## src/rtl/core_mem_arbiter_if.sv

```systemverilog
// Bundle of requester-side and memory-side signals for core_mem_arbiter.
// The arbiter takes the slave modport; the requesters/memory environment takes master.
interface core_mem_arbiter_if #(
    parameter int N_CH = 2,
    parameter int RW   = 16
);
    localparam int IDW = (N_CH > 1) ? $clog2(N_CH) : 1;

    logic [N_CH-1:0]    i_req;
    logic [N_CH-1:0]    i_we;
    logic [N_CH*RW-1:0] i_addr;
    logic [N_CH*RW-1:0] i_wdata;
    logic [N_CH-1:0]    o_ack;
    logic               o_err;
    logic [RW-1:0]      o_rdata;
    logic               o_mem_req;
    logic               o_mem_we;
    logic [RW-1:0]      o_mem_addr;
    logic [RW-1:0]      o_mem_data;
    logic [RW-1:0]      i_mem_data;
    logic               i_mem_ack;
    logic               o_busy;
    logic [IDW-1:0]     o_gnt_id;

    modport slave (
        input  i_req, i_we, i_addr, i_wdata, i_mem_data, i_mem_ack,
        output o_ack, o_err, o_rdata, o_mem_req, o_mem_we, o_mem_addr,
               o_mem_data, o_busy, o_gnt_id
    );

    modport master (
        output i_req, i_we, i_addr, i_wdata, i_mem_data, i_mem_ack,
        input  o_ack, o_err, o_rdata, o_mem_req, o_mem_we, o_mem_addr,
               o_mem_data, o_busy, o_gnt_id
    );
endinterface

```

## src/rtl/core_mem_arbiter.sv

```systemverilog
// Shares one data-memory port between N_CH requesters, one transaction in flight,
// round-robin or fixed-priority arbitration, optional ack timeout.
//
// state | meaning
// IDLE  | no transaction; arbitrate among i_req
// BUSY  | o_mem_req high, waiting for i_mem_ack or timeout
// RESP  | o_ack (and o_err on timeout) pulsed for this one cycle
module core_mem_arbiter #(
    parameter int N_CH     = 2,
    parameter int RW       = 16,
    parameter int ARB_MODE = 0,
    parameter int TIMEOUT  = 0
) (
    input logic          i_clk,
    input logic          i_rst_n,
    core_mem_arbiter_if.slave bus
);
    localparam int IDW = (N_CH > 1) ? $clog2(N_CH) : 1;
    localparam int CW  = (TIMEOUT > 1) ? $clog2(TIMEOUT) : 1;
    localparam logic [CW-1:0]   TO_LAST = (TIMEOUT > 0) ? CW'(TIMEOUT - 1) : '0;
    localparam logic [N_CH-1:0] ONE     = N_CH'(1);
    localparam logic [IDW-1:0]  RR_INIT = IDW'(N_CH - 1);

    typedef enum logic [1:0] {S_IDLE, S_BUSY, S_RESP} state_t;

    state_t          state;
    logic [IDW-1:0]  rr;
    logic [CW-1:0]   cnt;
    logic [N_CH-1:0] ack;
    logic            err;
    logic [RW-1:0]   rdata;
    logic            mem_req;
    logic            mem_we;
    logic [RW-1:0]   mem_addr;
    logic [RW-1:0]   mem_data;
    logic            busy;
    logic [IDW-1:0]  gnt_id;

    logic            win_valid;
    logic [IDW-1:0]  win_id;
    logic [IDW-1:0]  arb_idx;
    logic            win_we;
    logic [RW-1:0]   win_addr;
    logic [RW-1:0]   win_wdata;

    // Round-robin searches rr+1, rr+2, ... so the last winner has lowest priority.
    always_comb begin
        win_valid = 1'b0;
        win_id    = '0;
        arb_idx   = '0;
        if (ARB_MODE == 1) begin
            for (int i = N_CH - 1; i >= 0; i--) begin
                arb_idx = IDW'(i);
                if (bus.i_req[arb_idx]) begin
                    win_valid = 1'b1;
                    win_id    = arb_idx;
                end
            end
        end else begin
            for (int k = 1; k <= N_CH; k++) begin
                arb_idx = IDW'((int'(rr) + k) % N_CH);
                if (!win_valid && bus.i_req[arb_idx]) begin
                    win_valid = 1'b1;
                    win_id    = arb_idx;
                end
            end
        end
    end

    always_comb begin
        win_we    = 1'b0;
        win_addr  = '0;
        win_wdata = '0;
        for (int c = 0; c < N_CH; c++) begin
            if (win_id == IDW'(c)) begin
                win_we    = bus.i_we[c];
                win_addr  = bus.i_addr[c*RW +: RW];
                win_wdata = bus.i_wdata[c*RW +: RW];
            end
        end
    end

    always_ff @(posedge i_clk or negedge i_rst_n) begin
        if (!i_rst_n) begin
            state    <= S_IDLE;
            rr       <= RR_INIT;
            cnt      <= '0;
            ack      <= '0;
            err      <= 1'b0;
            rdata    <= '0;
            mem_req  <= 1'b0;
            mem_we   <= 1'b0;
            mem_addr <= '0;
            mem_data <= '0;
            busy     <= 1'b0;
            gnt_id   <= '0;
        end else begin
            case (state)
                S_IDLE: begin
                    if (win_valid) begin
                        mem_req  <= 1'b1;
                        mem_we   <= win_we;
                        mem_addr <= win_addr;
                        mem_data <= win_wdata;
                        gnt_id   <= win_id;
                        busy     <= 1'b1;
                        cnt      <= '0;
                        state    <= S_BUSY;
                    end
                end
                S_BUSY: begin
                    // An ack in the terminal timeout cycle still wins.
                    if (bus.i_mem_ack) begin
                        mem_req <= 1'b0;
                        if (!mem_we) begin
                            rdata <= bus.i_mem_data;
                        end
                        ack   <= ONE << gnt_id;
                        state <= S_RESP;
                    end else if (TIMEOUT > 0 && cnt == TO_LAST) begin
                        mem_req <= 1'b0;
                        ack     <= ONE << gnt_id;
                        err     <= 1'b1;
                        rdata   <= '0;
                        state   <= S_RESP;
                    end else if (TIMEOUT > 0) begin
                        cnt <= cnt + CW'(1);
                    end
                end
                S_RESP: begin
                    ack  <= '0;
                    err  <= 1'b0;
                    cnt  <= '0;
                    busy <= 1'b0;
                    if (ARB_MODE == 0) begin
                        rr <= gnt_id;
                    end
                    state <= S_IDLE;
                end
                default: state <= S_IDLE;
            endcase
        end
    end

    assign bus.o_ack      = ack;
    assign bus.o_err      = err;
    assign bus.o_rdata    = rdata;
    assign bus.o_mem_req  = mem_req;
    assign bus.o_mem_we   = mem_we;
    assign bus.o_mem_addr = mem_addr;
    assign bus.o_mem_data = mem_data;
    assign bus.o_busy     = busy;
    assign bus.o_gnt_id   = gnt_id;
endmodule

```

## src/flat_wrapper.sv

```systemverilog
// flat-port wrapper written by rule: the top's interface ports become plain ports
module core_mem_arbiter_flat 
#(
    parameter int N_CH     = 2,
    parameter int RW       = 16,
    parameter int ARB_MODE = 0,
    parameter int TIMEOUT  = 0
)
  (i_clk, i_rst_n, bus_i_req, bus_i_we, bus_i_addr, bus_i_wdata, bus_i_mem_data, bus_i_mem_ack, bus_o_ack, bus_o_err, bus_o_rdata, bus_o_mem_req, bus_o_mem_we, bus_o_mem_addr, bus_o_mem_data, bus_o_busy, bus_o_gnt_id);
  core_mem_arbiter_if #(.N_CH(N_CH), .RW(RW)) bus_i ();
  input logic i_clk;
  input logic i_rst_n;
  input wire logic [$bits(bus_i.i_req)-1:0] bus_i_req;
  input wire logic [$bits(bus_i.i_we)-1:0] bus_i_we;
  input wire logic [$bits(bus_i.i_addr)-1:0] bus_i_addr;
  input wire logic [$bits(bus_i.i_wdata)-1:0] bus_i_wdata;
  input wire logic [$bits(bus_i.i_mem_data)-1:0] bus_i_mem_data;
  input wire logic [$bits(bus_i.i_mem_ack)-1:0] bus_i_mem_ack;
  output wire logic [$bits(bus_i.o_ack)-1:0] bus_o_ack;
  output wire logic [$bits(bus_i.o_err)-1:0] bus_o_err;
  output wire logic [$bits(bus_i.o_rdata)-1:0] bus_o_rdata;
  output wire logic [$bits(bus_i.o_mem_req)-1:0] bus_o_mem_req;
  output wire logic [$bits(bus_i.o_mem_we)-1:0] bus_o_mem_we;
  output wire logic [$bits(bus_i.o_mem_addr)-1:0] bus_o_mem_addr;
  output wire logic [$bits(bus_i.o_mem_data)-1:0] bus_o_mem_data;
  output wire logic [$bits(bus_i.o_busy)-1:0] bus_o_busy;
  output wire logic [$bits(bus_i.o_gnt_id)-1:0] bus_o_gnt_id;
  assign bus_i.i_req = bus_i_req;
  assign bus_i.i_we = bus_i_we;
  assign bus_i.i_addr = bus_i_addr;
  assign bus_i.i_wdata = bus_i_wdata;
  assign bus_i.i_mem_data = bus_i_mem_data;
  assign bus_i.i_mem_ack = bus_i_mem_ack;
  assign bus_o_ack = bus_i.o_ack;
  assign bus_o_err = bus_i.o_err;
  assign bus_o_rdata = bus_i.o_rdata;
  assign bus_o_mem_req = bus_i.o_mem_req;
  assign bus_o_mem_we = bus_i.o_mem_we;
  assign bus_o_mem_addr = bus_i.o_mem_addr;
  assign bus_o_mem_data = bus_i.o_mem_data;
  assign bus_o_busy = bus_i.o_busy;
  assign bus_o_gnt_id = bus_i.o_gnt_id;
  core_mem_arbiter #(.N_CH(N_CH), .RW(RW), .ARB_MODE(ARB_MODE), .TIMEOUT(TIMEOUT)) u_core (.i_clk(i_clk), .i_rst_n(i_rst_n), .bus(bus_i));
endmodule
```

## config.mk

```make
export PLATFORM = sky130hd
export DESIGN_NAME = core_mem_arbiter_flat
export DESIGN_NICKNAME = d
export VERILOG_FILES = /design/src/rtl/core_mem_arbiter_if.sv /design/src/rtl/core_mem_arbiter.sv /design/src/flat_wrapper.sv
export SDC_FILE = /design/constraint.sdc
export NUM_CORES = 1
export LEC_CHECK = 0
export ABC_AREA = 1
export BUFFER_PORTS_ARGS = -buffer_cell sky130_fd_sc_hd__buf_2
export CAP_MARGIN = 20
export CORE_UTILIZATION = 50
export DETAILED_ROUTE_END_ITERATION = 10
export GPL_TIMING_DRIVEN = 0
export PLACE_DENSITY = 0.95
export SYNTH_ARGS = -nofsm -noshare
export SYNTH_HDL_FRONTEND = slang
export SYNTH_SLANG_ARGS = --single-unit
```

## constraint.sdc

```tcl
create_clock -name i_clk -period 2.3 [get_ports i_clk]
set_input_delay 0.115 -clock i_clk [delete_from_list [all_inputs] [get_ports i_clk]]
set_output_delay 0.115 -clock i_clk [all_outputs]
set_load 0.005 [all_outputs]
```

==> impl_metrics.csv, run 1 <==
group,metric,value,unit
critical_path,worstPathRequired,2.50,ns
critical_path,cp.buffers_inverters,1,
logic_synthesis,syn_avg_cell_area,7.468,µm²
floorplanning,die_w,78.03,µm
sta,clock-skew-final,0.003491,ns
floorplanning,num_io_pins,142,
power,comb_power_share,40.9,%
logic_synthesis,synth.distinct_cells,23,
clock_network,ctsHtreeMaxLevel,3,
logic_synthesis,yosys-top-cells-area,"dfrtp_1, nand2_1, nand3_1, inv_1, buf_4",
route,wire_per_inst,12.09,µm
grt,grt_max_degree,32,
power,clkPwrFrac,20.0,%
power,sequentialPowerShare,39.1,%
clock_network,clkSinkCount,57,
grt,antenna_found_initial,0,
sta,max_clock_freq,0.7510,GHz
finish,diodes,0,
critical_path,timing.rr.start,"u_core.rr",
route,drtAntennaViolNets,0,
floorplanning,core,5540,µm²
finish,layout.nets,626,
critical_path,r2r_slack,0.97,ns
floorplanning,die_y,78.03,µm
floorplanning,num_rows,27,
finish,area_growth,34.76,%
clock_network,cts_resized,0,
finish,final_area,3895,µm²
place,io_buffers,139,
clock_network,postCtsSetupBuffers,0,
route,drc,0,
logic_synthesis,syn_nets,474,
sta,slew_violations,0,
run,maxCapViolations,0,
power,switching_share,37.30,%
logic_synthesis,seq_area_frac_synth,49.39,%
clock_network,cts_buffers,9,
critical_path,cp_top_family,"flip-flops",
route,vias,3000,
min_path,hold_start,"bus_i_mem_data[14]",
route,wl,7447,µm
sta,finalSetupViolCount,0,
place,postPlaceCellArea,3696,µm²
critical_path,path_class,"reg2reg",
sta,slew_headroom,56.27,%
min_path,hp-class,"in2reg",
grt,grt_pass1_vias,2925,
critical_path,reg2reg_depth,6,
critical_path,crit_end,"u_core.bus.o_mem_addr[15]",
clock_network,cts_buffer_depth,2,
logic_synthesis,synth_top_cell_by_area,"dfrtp_1",
logic_synthesis,netlist.area_leader.share,48.48,%
sta,fin_crit,1.332,ns
clock_network,insertion_delay,0.32,ns
grt,grt_use_total,26.93,%
power,p_int,2824,µW
sta,grt_setup_unrepaired,"false",
critical_path,worst-path-stages,6,
place,dp_hpwl,5531,µm
critical_path,path_cells,"nand2_2 > nand2_2 > buf_4 > nand2_1 > nand3_1 > nand2_1",
power,p_sw,1680,µW
sta,fin_crit_sh,57.90,%
critical_path,crit_fanout,10,
floorplanning,die_area,6089,µm²
clock_network,clockRootBuffer,"clkbuf_8",
sta,setup_tns,0,ns
critical_path,crit_start,"u_core.rr",
logic_synthesis,yosysWarnings,0,
finish,drive_above_1_share,33.46,%
critical_path,r2r_end,"u_core.bus.o_mem_addr[15]",
power,p_leak,0.002449,µW
critical_path,crit_path_end_kind,"register",
route,avgViaCountPerCell,4.870,
clock_network,clk_pin_slew,0.06,ns
sta,hold_violations,0,
logic_synthesis,syn_inst,387,
clock_network,hold_buffers,1,
grt,grt_pass1_wl,12770,µm
critical_path,cp.arrival,1.54,ns
critical_path,slowest_delay,0.53,ns
route,first_pass_iters,5,
grt,overflow,0,
place,gp_congestion,0.7827,
run_status,outcome,"finished clean",
logic_synthesis,synth_area,2890,µm²
power,power_density,1156,nW/µm²
clock_network,cts_tree,"done",
critical_path,start_kind,"register",
floorplanning,start_util,52.17,%
logic_synthesis,synth_seq_cells,57,
route,first_iter_violations,117,
critical_path,cpMaxStageDelayCell,"dfstp_2",
power,ir_worst_vdd,0.5289,mV
sta,worst_pin_slew,0.6560,ns
stage by stage:
stage | power [µW] | hold slack (ns) | cells | utilization [%] | setup WS (ns)
after floorplan | 2795 | -0.1806 | 387 | - | 1.182
final | 4504 | 0.02293 | 616 | 70.30 | 0.9684
after global routing | 4876 | 0.02227 | 616 | 70.30 | 0.8300
after global placement | 3522 | 0.3487 | 598 | 66.35 | 1.010
after detailed placement | 3617 | 0.1734 | 599 | 66.71 | 0.9684
after CTS | 4540 | 0.01280 | 616 | 70.30 | 0.9694
power groups by stage:
stage,clock (µW),sequential [µW],combinational (µW)
5_1_grt,981,1820,2080
6_report,900,1760,1840
2_1_floorplan,0,1800,998
4_1_cts,920,1750,1870
3_5_place_dp,0,1760,1860
3_3_place_gp,0,1750,1770
routing by layer:
layer	up-vias	wire length, µm	track usage, %
met4	0	103	10.93
met5	-	0	0
met2	125	3685	47.52
li1	1476	-	-
met1	1388	3250	32.36
met3	11	407	5.116
cell usage after synthesis, drive strengths merged:
cell      n
clkinv    1
o21ai     4
inv      70
conb      1
dfrtp    56
a21oi     1
buf      19
clkbuf    2
dfstp     1
nor2      4
nand2   143
nand3    84
o31ai     1
area by class of cell:
type / instances / area (µm²)
fillers: 491 / 1645
flip-flops and latches: 57 / 1428
multi-input cells: 238 / 1047
repair buffers: 141 / 725.7
inverters: 71 / 269.0
clock buffers: 13 / 148.9
plain buffers: 21 / 146.4
well taps: 72 / 90.09
clock inverters: 3 / 40.04
cell usage in the layout (no fill, tap or decap), drive strengths merged:
cell type / netlist / final
buf: 19 / 159
nand2: 143 / 143
nand3: 84 / 84
inv: 70 / 70
dfrtp: 56 / 56
clkbuf: 2 / 15
o21ai: 4 / 4
nor2: 4 / 4
clkinv: 1 / 3
a21oi: 1 / 1
o31ai: 1 / 1
conb: 1 / 1
bufinv: 0 / 1
dlygate4sd3: 0 / 1
dfstp: 1 / 1
registers in the layout, indices dropped and copies added, names as in the netlist:
signal                 count
u_core.bus.o_gnt_id        1
u_core.rr                  1
u_core.bus.o_mem_data     16
u_core.bus.o_mem_req       1
u_core.bus.o_mem_addr     16
u_core.bus.o_ack           2
u_core.bus.o_rdata        16
u_core.bus.o_busy          1
u_core.bus.o_mem_we        1
u_core.state               2
kinds of logic after synthesis:
| group | count (synthesis) | share of synthesized area [%] |
|---|---|---|
| other | 1 | 0.1297 |
| and+or+nand+nor | 231 | 34.85 |
| buffers and inverters | 92 | 14.37 |
| DFF | 57 | 49.39 |
| AOI/OAI and AO/OA | 6 | 1.255 |
worst min-delay path by stage:
stage / endpoint / slack [ns] / depth (start not counted)
after CTS: u_core.bus.o_rdata[14] / 0.01 / 3
after global routing: u_core.state[0] / 0.02 / 2
after detailed placement: u_core.bus.o_mem_addr[5] / 0.17 / 1
final: u_core.bus.o_rdata[14] / 0.02 / 3
after global placement: u_core.bus.o_rdata[14] / 0.35 / 3
after floorplan: u_core.bus.o_ack[0] / -0.18 / 0
tightest hold or removal path: stages:
cell,delay [ns]
buf_2,0.07
nand3_1,0.06
nand2_1,0.06
Power figures use the tool's default switching activity.
==> inputs of run 2 (changes only) <==
Settings changed: ABC_AREA 1 to 0, CORE_UTILIZATION 50 to 46, PLACE_DENSITY 0.95 to 0.9.
Clock period 2.3 ns to 1.3 ns, I/O delays scaled along.
==> run 2 against run 1 <==
  * Highest routed layer unchanged
  * Combinational power increased by 130%
  * Non-clock buffer count is 19 higher
  * Synthesized area down 1.4%
  * Largest cell class unchanged
  * Hold slack improved by 0.014 ns
  * Clock skew increased by 0.0022 ns
  * Die area rose by 7.0%
  * Critical path type unchanged
  * Sequential share of layout area is 3.5 points lower
  * Register-to-register slack lost 1.3 ns
  * Cell area is 11% higher
  * Synthesized cell count shrank 54%
  * Fmax fell by 19%
  * The flow now finishes with violations (negative setup slack)
  * Core utilization is 2.1 points higher
==> impl_metrics.csv, run 2 <==
group,metric,value,unit
finish,drive_above_1_share,73.83,%
clock_network,ctsHtreeMaxLevel,3,
route,wire_per_inst,15.07,µm
route,drc,0,
logic_synthesis,yosysWarnings,0,
critical_path,path_cells,"a21bo_1 > buf_6 > buf_12 > mux2_4 > mux2_4",
clock_network,insertion_delay,0.32,ns
critical_path,cp.arrival,1.85,ns
place,io_buffers,140,
finish,layout.nets,445,
logic_synthesis,synth.distinct_cells,21,
route,wl,6600,µm
finish,layout_common_cells,"buf_2, mux2_4, dfrtp_1",
finish,diodes,0,
sta,setup_tns,-13.05,ns
logic_synthesis,synthTopCellsByCount,"mux2_4, dfrtp_1, mux2_2",
floorplanning,die_area,6512,µm²
critical_path,cpMostUsedCell,"mux2_4",
critical_path,crit_path_end_kind,"register",
floorplanning,num_io_pins,142,
critical_path,reg2reg_depth,5,
critical_path,worst-path-stages,5,
logic_synthesis,syn_inst,177,
logic_synthesis,synthArstFlopShare,100.0,%
sta,hold_violations,0,
sta,slew_headroom,65.54,%
grt,grt_pass1_wl,9984,µm
power,power_density,2178,nW/µm²
logic_synthesis,synth_top_cell_by_area,"dfrtp_1",
clock_network,cts_buffer_depth,2,
critical_path,crit_start,"u_core.rr",
route,first_iter_violations,52,
logic_synthesis,synth_area,2849,µm²
place,gp_congestion,0.6636,
floorplanning,die_w,80.70,µm
sta,worst_pin_slew,0.5169,ns
logic_synthesis,netlist.area_leader.share,49.19,%
sta,fin_crit_sh,126.8,%
min_path,hold_path_depth,2,
min_path,whs_endpoint,"u_core.state[0]",
min_path,hp-class,"in2reg",
run,maxCapViolations,0,
sta,finalSetupViolCount,49,
floorplanning,start_util,47.84,%
power,total_power,9385,µW
critical_path,cpMaxStageDelayCell,"dfstp_2",
logic_synthesis,ys.flop_type,"dfrtp_1",
logic_synthesis,syn_avg_cell_area,16.10,µm²
power,p_leak,0.002289,µW
grt,grt_max_degree,37,
logic_synthesis,synth_edf_count,0,
sta,grt_setup_unrepaired,"true",
critical_path,crit_fanout,10,
clock_network,clockRootBuffer,"clkbuf_8",
grt,overflow,0,
power,ir_worst_vdd,1.193,mV
grt,grt_pass1_vias,2116,
critical_path,cp_top_family,"multiplexers",
sta,slew_violations,0,
sta,clock-skew-final,0.005708,ns
logic_synthesis,synth_seq_cells,57,
floorplanning,core,5956,µm²
critical_path,slowest_delay,0.54,ns
critical_path,timing.rr.start,"u_core.rr",
critical_path,start_kind,"register",
floorplanning,num_rows,28,
place,dp_hpwl,4301,µm
critical_path,r2r_end,"u_core.bus.o_mem_data[12]",
critical_path,worstPathRequired,1.50,ns
clock_network,clkSinkCount,57,
floorplanning,die_y,80.70,µm
critical_path,path_class,"reg2reg",
clock_network,clk_pin_slew,0.06,ns
grt,antenna_found_initial,0,
min_path,hold_start,"bus_i_mem_ack",
route,drtAntennaViolNets,0,
finish,final_common_cell,"buf_2",
sta,max_clock_freq,0.6066,GHz
finish,area_growth,51.25,%
grt,grt_use_total,20.85,%
critical_path,cp.buffers_inverters,2,
route,first_pass_iters,4,
logic_synthesis,seq_area_frac_synth,50.11,%
logic_synthesis,yosys-top-cells-area,"dfrtp_1, mux2_4, mux2_2, buf_12, buf_4",
route,avgViaCountPerCell,4.680,
run_status,violations,"negative setup slack",
run_status,outcome,"finished, violations left",
route,vias,2050,
clock_network,cts_tree,"done",
clock_network,cts_buffers,9,
critical_path,r2r_slack,-0.35,ns
sta,worst_slack,-0.3487,ns
sta,fin_crit,1.649,ns
logic_synthesis,synth.most_common_cell,"mux2_4",
logic_synthesis,syn_nets,264,
## run 2: cell types whose count changed after synthesis, moves of 2 or more
cell / before / now
a22o_1: 0 / 3
mux2_4: 0 / 58
buf_4: 10 / 5
clkbuf_1: 2 / 0
nand3_1: 83 / 0
buf_6: 3 / 1
nand2_1: 140 / 7
mux2_2: 0 / 24
nand2b_1: 0 / 2
inv_1: 68 / 2
buf_2: 6 / 2
buf_12: 0 / 3
nand2_2: 2 / 0
## run 2: logic make-up (layout without fill, tap and decap cells)
family                 after synthesis  in the layout  synth area share [%]
buffers and inverters               13            199                 4.436
AOI/OAI and AO/OA                   11             11                 2.723
muxes                               82             82                 40.05
other                                1              1                0.1316
and+or+nand+nor                     13             13                 2.548
DFF                                 57             57                 50.11
## run 2: layout make-up
class	count	area, µm²
sequential	57	1429
timing repair buffer	171	1011
tap	75	93.84
buffer	10	147.6
clock inverter	6	105.1
clock buffer	10	137.6
fill	430	1647
multi-input combinational	107	1378
inverter	2	7.507
## run 2: what timing repair did
item | 4_1_cts | 5_1_grt
pin swaps | 1 | 1
hold buffers | 17 | 0
gates resized for setup | 12 | 4
setup endpoints to repair | 50 | 50
cloned | 2 | 0
buffers inserted | 8 | 3
hold endpoints to repair | 37 | 0
## run 2: metrics by stage
| step | setup slack [ns] | std cells | utilization, % | hold WS (ns) | cell area (µm²) |
|---|---|---|---|---|---|
| floorplan | -0.2547 | 177 | - | -0.2306 | 2928 |
| global placement | -0.3343 | 392 | 62.50 | 0.2972 | 3722 |
| detailed placement | -0.3591 | 393 | 62.84 | 0.06431 | 3742 |
| CTS | -0.3534 | 436 | 71.97 | 0.02173 | 4287 |
| global route | -0.3815 | 438 | 72.35 | 0.04957 | 4309 |
| finish | -0.3487 | 438 | 72.35 | 0.03665 | 4309 |
## run 2: report_power, final
| group | switching, µW | internal, µW | total [µW] |
|---|---|---|---|
| Clock | 678 | 1320 | 1990 |
| Combinational | 1440 | 2720 | 4160 |
| Sequential | 550 | 2680 | 3230 |
## run 2: worst reg2reg max path, cell delays in order, from the launching register on
cell     delay [ns]
dfstp_2        0.54
a21bo_1        0.12
buf_6          0.15
buf_12         0.16
mux2_4         0.31
mux2_4         0.26
## run 2: worst max-delay path by stage
stage                                 to  slack [ns]
5_1_grt         u_core.bus.o_mem_data[2]       -0.38
3_5_place_dp    u_core.bus.o_mem_addr[0]       -0.36
6_report       u_core.bus.o_mem_data[12]       -0.35
4_1_cts        u_core.bus.o_mem_data[14]       -0.35
3_3_place_gp    u_core.bus.o_mem_data[9]       -0.33
2_1_floorplan   u_core.bus.o_mem_addr[0]       -0.25
## run 2: per-layer routing
metal	global-route usage (%)	wire length [µm]	up-vias	part of all wire [%]
met5	0	0	-	0
met4	9.107	74	0	1.1
li1	-	-	989	-
met2	36.53	3401	83	52
met1	24.85	2792	970	42
met3	3.864	332	8	5.0
